**src/rtl/dcache_axi_bridge.sv**
```systemverilog
// dcache_axi_bridge: data cache SRAM-like port to single-beat AXI4 master.
// Optional AXI_RESP_CHK_EN adds a sticky resp_err output for bad R/B responses.
module dcache_axi_bridge #(
    parameter logic [3:0] RD_ID = 4'd0,
    parameter logic [3:0] WR_ID = 4'd1
) (
    input  logic        clk,
    input  logic        rst,
    input  logic        cache_data_req,
    input  logic        cache_data_wr,
    input  logic [1:0]  cache_data_size,
    input  logic [31:0] cache_data_addr,
    input  logic [31:0] cache_data_wdata,
    output logic [31:0] cache_data_rdata,
    output logic        cache_data_addr_ok,
    output logic        cache_data_data_ok,
    output logic [3:0]  arid,
    output logic [31:0] araddr,
    output logic [7:0]  arlen,
    output logic [2:0]  arsize,
    output logic [1:0]  arburst,
    output logic        arvalid,
    input  logic        arready,
    input  logic [3:0]  rid,
    input  logic [31:0] rdata,
    input  logic [1:0]  rresp,
    input  logic        rlast,
    input  logic        rvalid,
    output logic        rready,
    output logic [3:0]  awid,
    output logic [31:0] awaddr,
    output logic [7:0]  awlen,
    output logic [2:0]  awsize,
    output logic [1:0]  awburst,
    output logic        awvalid,
    input  logic        awready,
    output logic [3:0]  wid,
    output logic [31:0] wdata,
    output logic [3:0]  wstrb,
    output logic        wlast,
    output logic        wvalid,
    input  logic        wready,
    input  logic [3:0]  bid,
    input  logic [1:0]  bresp,
    input  logic        bvalid,
    output logic        bready
`ifdef AXI_RESP_CHK_EN
    ,
    output logic        resp_err
`endif
);

    typedef enum logic [2:0] {
        IDLE,
        RADDR,
        RDATA,
        WADDR,
        WRESP
    } state_e;

    state_e      state_q, state_d;
    logic [31:0] addr_q, addr_d;
    logic [1:0]  size_q, size_d;
    logic [31:0] wdata_q, wdata_d;
    logic        aw_done_q, aw_done_d;
    logic        w_done_q, w_done_d;
    logic        aw_fire, w_fire;
    logic [2:0]  axsize;
    logic        unused_in;

    always_ff @(posedge clk) begin
        if (rst) begin
            state_q   <= IDLE;
            addr_q    <= '0;
            size_q    <= '0;
            wdata_q   <= '0;
            aw_done_q <= 1'b0;
            w_done_q  <= 1'b0;
        end else begin
            state_q   <= state_d;
            addr_q    <= addr_d;
            size_q    <= size_d;
            wdata_q   <= wdata_d;
            aw_done_q <= aw_done_d;
            w_done_q  <= w_done_d;
        end
    end

    always_comb begin
        state_d            = state_q;
        addr_d             = addr_q;
        size_d             = size_q;
        wdata_d            = wdata_q;
        aw_done_d          = aw_done_q;
        w_done_d           = w_done_q;
        aw_fire            = 1'b0;
        w_fire             = 1'b0;
        arvalid            = 1'b0;
        rready             = 1'b0;
        awvalid            = 1'b0;
        wvalid             = 1'b0;
        bready             = 1'b0;
        cache_data_addr_ok = 1'b0;
        cache_data_data_ok = 1'b0;
        unique case (state_q)
            IDLE: begin
                if (cache_data_req) begin
                    addr_d  = cache_data_addr;
                    size_d  = cache_data_size;
                    wdata_d = cache_data_wdata;
                    state_d = cache_data_wr ? WADDR : RADDR;
                end
            end
            RADDR: begin
                arvalid = 1'b1;
                if (arready) begin
                    cache_data_addr_ok = 1'b1;
                    state_d            = RDATA;
                end
            end
            RDATA: begin
                rready = 1'b1;
                if (rvalid) begin
                    cache_data_data_ok = 1'b1;
                    state_d            = IDLE;
                end
            end
            WADDR: begin
                awvalid = ~aw_done_q;
                wvalid  = ~w_done_q;
                aw_fire = awvalid & awready;
                w_fire  = wvalid & wready;
                // addr_ok fires once, when the later of AW/W handshakes
                if ((aw_done_q | aw_fire) && (w_done_q | w_fire)) begin
                    cache_data_addr_ok = 1'b1;
                    aw_done_d          = 1'b0;
                    w_done_d           = 1'b0;
                    state_d            = WRESP;
                end else begin
                    aw_done_d = aw_done_q | aw_fire;
                    w_done_d  = w_done_q | w_fire;
                end
            end
            WRESP: begin
                bready = 1'b1;
                if (bvalid) begin
                    cache_data_data_ok = 1'b1;
                    state_d            = IDLE;
                end
            end
            default: state_d = IDLE;
        endcase
    end

    always_comb begin
        wstrb = 4'b1111;
        unique case (size_q)
            2'd0:    wstrb = 4'b0001 << addr_q[1:0];
            2'd1:    wstrb = addr_q[1] ? 4'b1100 : 4'b0011;
            default: wstrb = 4'b1111;
        endcase
    end

    assign axsize           = (size_q == 2'd3) ? 3'b010 : {1'b0, size_q};
    assign cache_data_rdata = rdata;

    assign arid    = RD_ID;
    assign araddr  = addr_q;
    assign arlen   = 8'd0;
    assign arsize  = axsize;
    assign arburst = 2'b01;

    assign awid    = WR_ID;
    assign awaddr  = addr_q;
    assign awlen   = 8'd0;
    assign awsize  = axsize;
    assign awburst = 2'b01;

    assign wid   = WR_ID;
    assign wdata = wdata_q;
    assign wlast = 1'b1;

`ifdef AXI_RESP_CHK_EN
    logic resp_err_q, resp_err_d;

    always_ff @(posedge clk) begin
        if (rst) resp_err_q <= 1'b0;
        else     resp_err_q <= resp_err_d;
    end

    always_comb begin
        resp_err_d = resp_err_q;
        if (rvalid && rready && (rresp != 2'b00)) resp_err_d = 1'b1;
        if (bvalid && bready && (bresp != 2'b00)) resp_err_d = 1'b1;
    end

    assign resp_err  = resp_err_q;
    assign unused_in = ^{rid, bid, rlast};
`else
    assign unused_in = ^{rid, bid, rlast, rresp, bresp};
`endif

endmodule

```
**config.mk**
```make
export PLATFORM = sky130hd
export DESIGN_NAME = dcache_axi_bridge
export DESIGN_NICKNAME = d
export VERILOG_FILES = /design/src/rtl/dcache_axi_bridge.sv
export SDC_FILE = /design/constraint.sdc
export NUM_CORES = 1
export LEC_CHECK = 0
export CORE_ASPECT_RATIO = 1.5
export CORE_UTILIZATION = 25
export CTS_CLUSTER_DIAMETER = 50
export DETAILED_ROUTE_END_ITERATION = 8
export PLACE_DENSITY = 0.71
export SLEW_MARGIN = 10
export SYNTH_ARGS = -nofsm -noshare
export SYNTH_HDL_FRONTEND = slang
export SYNTH_SLANG_ARGS = --single-unit
```
**constraint.sdc**
```tcl
create_clock -name clk -period 1.2 [get_ports clk]
set_input_delay 0.18 -clock clk [delete_from_list [all_inputs] [get_ports clk]]
set_output_delay 0.18 -clock clk [all_outputs]
set_load 0.02 [all_outputs]
```
==> impl_metrics.toml <==
[timing]
slew_violations = 0
period_share_pct = 128
setup_violations = 81
finalHoldViolCount = 0
fmax_ghz = 0.653
fin_crit_ns = 1.53
setup_slack_ns = -0.330
grt_setup_unrepaired = "yes"
skew_ns = 0.00809

[power_and_ir_drop]
p_leak_nw = 2.32
combPwrFrac_pct = 46.1
switching_share_pct = 38.3
p_int_w = 0.00684
power_density_nw_per_um2 = 2050
ir_worst_vdd_uv = 835
switching_power_w = 0.00425
seqPwrFrac_pct = 29.1
pwr-share-clk_pct = 24.8

[outcome]
status = "finished with violations"
violations = "design-rule violations, negative setup slack"

[setup_path]
reg2reg_to = "araddr[11]"
cp-start-kind = "flip-flop"
reg2reg_depth = 7
critPathMaxFanout = 4
rrSetupSlack_ns = -0.32
cp.required_ns = 1.02
critPathKind = "flip-flop to output port"
r2r-start = "state_q[0]"
crit_path_end_kind = "output port"
crit_path_frequent_cell = "nor2b_4"
critPathMaxStageDelay_ns = 0.38
crit_slowest_cell = "dfxtp_4"
cp.arrival_ns = 1.35
endpoint = "cache_data_data_ok"
startpoint = "state_q[1]"
path_cells = "nor2b_4 > nor2b_4 > a22o_4 > buf_6"

[routing]
wirelength_um = 9880
num_vias = 3175
route.detailed.drc = 46
first_iter_violations = 125
final_antenna_net_count = 0
vias_per_cell = 4.22
dr.pass1.iters = 6
wire_per_inst_um = 13.1

[placement]
dp_hpwl_um = 6860
gp_congestion = 0.762
numPortBuffers = 185
dpl-instance-area_um2 = 5010

[synthesis]
synth_edf_count = 0
muxShareOfSynthArea_pct = 0.582
yosysTopAreaCellShare_pct = 41.3
netlist_area_um2 = 3440
synth.top_cells.by_count = "133 x nand2_1, 103 x buf_4, 71 x dfxtp_1, 69 x a21oi_1, 12 x clkbuf_1"
synth_fa_ha_area_share_pct = 0
synth_seq_cells = 71
synthCells = 442
yosys.area_share.simple_pct = 19.4
synth_top_family_by_area = "buffers and inverters"
yosysUniqueCellTypes = 29
ys_top_cells_by_area = "dfxtp_1 41%, buf_4 22%, nand2_1 15%"
synth.yosys.seq_area_share_pct = 41.3
ys.flop_type = "dfxtp_1"
syn_area_per_cell_um2 = 7.78
yosysMostFrequentCell = "nand2_1"
synth-warning-count = 0
synth_async_sr_flop_share_pct = 0
yosysTopAreaCell = "dfxtp_1"
synth_compound_area_share_pct = 12.4
synthXorXnorAreaFrac_pct = 0

[cts]
cts_max_path_buffers = 2
cts_root_buffer = "clkbuf_16"
clk-insertion-delay-late_ns = 0.33
cts_inserted_buffers = 9
cts_tree = "done"
cts_sinks = 71
h-tree-depth = 3
path_clk_slew_ns = 0.06

[floorplan]
ioPinCount = 298
fp.dieArea_um2 = 14200
coreArea_um2 = 13500
row_count = 52
die_w_um = 97.8
start_util_pct = 25.5
dieHeight_um = 146

[global_route]
busiest_layer = "met2"
grt_overflow = 0
grt_max_degree = 47
grtUsageMet1_pct = 12.5
grt_pass1_wl_um = 15000
grt_use_total_pct = 13.7
grtUsageMet3_pct = 3.31
use_met2_pct = 26.2
grt_pass1_vias = 2905
antenna_found_initial = 1

[layout]
sequential_cell_area_um2 = 1450
multiInputGateArea_um2 = 1430
area_growth_syn_to_layout_pct = 57.6
fin_area_um2 = 5420
finalNetCount = 704
nFillCells = 1370
drive_above_1_share_pct = 32.3
final_util_pct = 40.3

[hold_path]
hold_class = "primary input to flip-flop"

[run]
drv_cap = 0
==> worst max-delay path: cells and delay by family (launching register included) <==
kind	cells	cell delay, ns
and+or+nand+nor	2	0.42
AOI/OAI and AO/OA	1	0.12
DFF	1	0.38
buffers and inverters	1	0.11
==> metal layers <==
metal / wire [um] / vias to the layer above
met3: 694 / 29
met5: 0 / -
met1: 3210 / 1427
met4: 487 / 0
li1: - / 1561
met2: 5490 / 158
==> power groups by stage <==
stage | sequential (W) | combinational [W] | clock (W)
after floorplan | 0.00369 | 0.00264 | 0
after detailed placement | 0.00322 | 0.00490 | 0
final | 0.00322 | 0.00512 | 0.00275
after CTS | 0.00318 | 0.00503 | 0.00285
after global routing | 0.00330 | 0.00551 | 0.00299
after global placement | 0.00321 | 0.00488 | 0
==> sequential cells by signal, summed over array words and instances (netlist names) <==
name and cells:
araddr 32, aw_done_q 1, size_q 2, state_q 3, w_done_q 1, wdata 32
==> worst min-delay path by stage <==
stage / end / cells after the start / from
floorplan: araddr[26] / 2 / cache_data_addr[26]
CTS: state_q[1] / 3 / rst
finish: state_q[0] / 3 / rst
global route: state_q[1] / 3 / rst
detailed placement: cache_data_rdata[0] / 0 / rdata[0]
global placement: cache_data_rdata[0] / 0 / rdata[0]
==> final cells by class <==
type	count	share of cell area [%]
Multi-Input combinational cell	278	26.4
Clock inverter	6	1.25
Timing Repair Buffer	223	37.3
Sequential cell	71	26.8
Inverter	1	0.0692
Tap cell	162	3.74
Antenna cell	1	0.0462
Clock buffer	10	4.41
==> layout by cell type, fill, tap and decap left out, types with 3 or more instances in the layout <==
master	netlist	layout
nand2_1	133	124
clkdlybuf4s50_1	0	73
a21oi_1	69	67
dfxtp_1	71	61
clkbuf_2	0	40
conb_1	2	35
buf_4	103	30
clkdlybuf4s15_2	0	22
buf_6	4	16
clkdlybuf4s15_1	0	16
buf_2	6	15
clkbuf_16	0	9
nand2_2	1	8
dfxtp_4	0	7
nor2_1	10	6
buf_12	0	6
nor2b_4	0	4
nor2_4	0	4
o21bai_1	4	4
nand2b_1	3	3
dfxtp_2	0	3
dlygate4sd2_1	0	3
==> per-stage QoR <==
stage / hold slack (ns) / TNS, ns / power [W] / instances / setup slack (ns)
after floorplan: 0.316 / -3.72 / 0.00633 / 475 / -0.0795
after global routing: 0.280 / -24.55 / 0.0118 / 752 / -0.377
after CTS: 0.259 / -20.19 / 0.0111 / 746 / -0.322
after global placement: 0.360 / -31.66 / 0.00808 / 724 / -0.574
after detailed placement: 0.360 / -32.23 / 0.00812 / 724 / -0.584
final: 0.252 / -20.63 / 0.0111 / 752 / -0.330
==> timing repair <==
action / 4_1_cts / 5_1_grt
resized for setup: 323 / 107
gates cloned: 2 / 0
setup buffers: 5 / 5
hold buffers: 0 / 0
pin swaps: 10 / 10
endpoints found under the setup margin: 181 / 148
==> cell families after synthesis <==
group | after synthesis
AOI/OAI and AO/OA | 79
and+or+nand+nor | 162
muxes | 2
DFF | 71
buffers and inverters | 126
other | 2
Note: power is estimated with default switching activity, not from simulation.
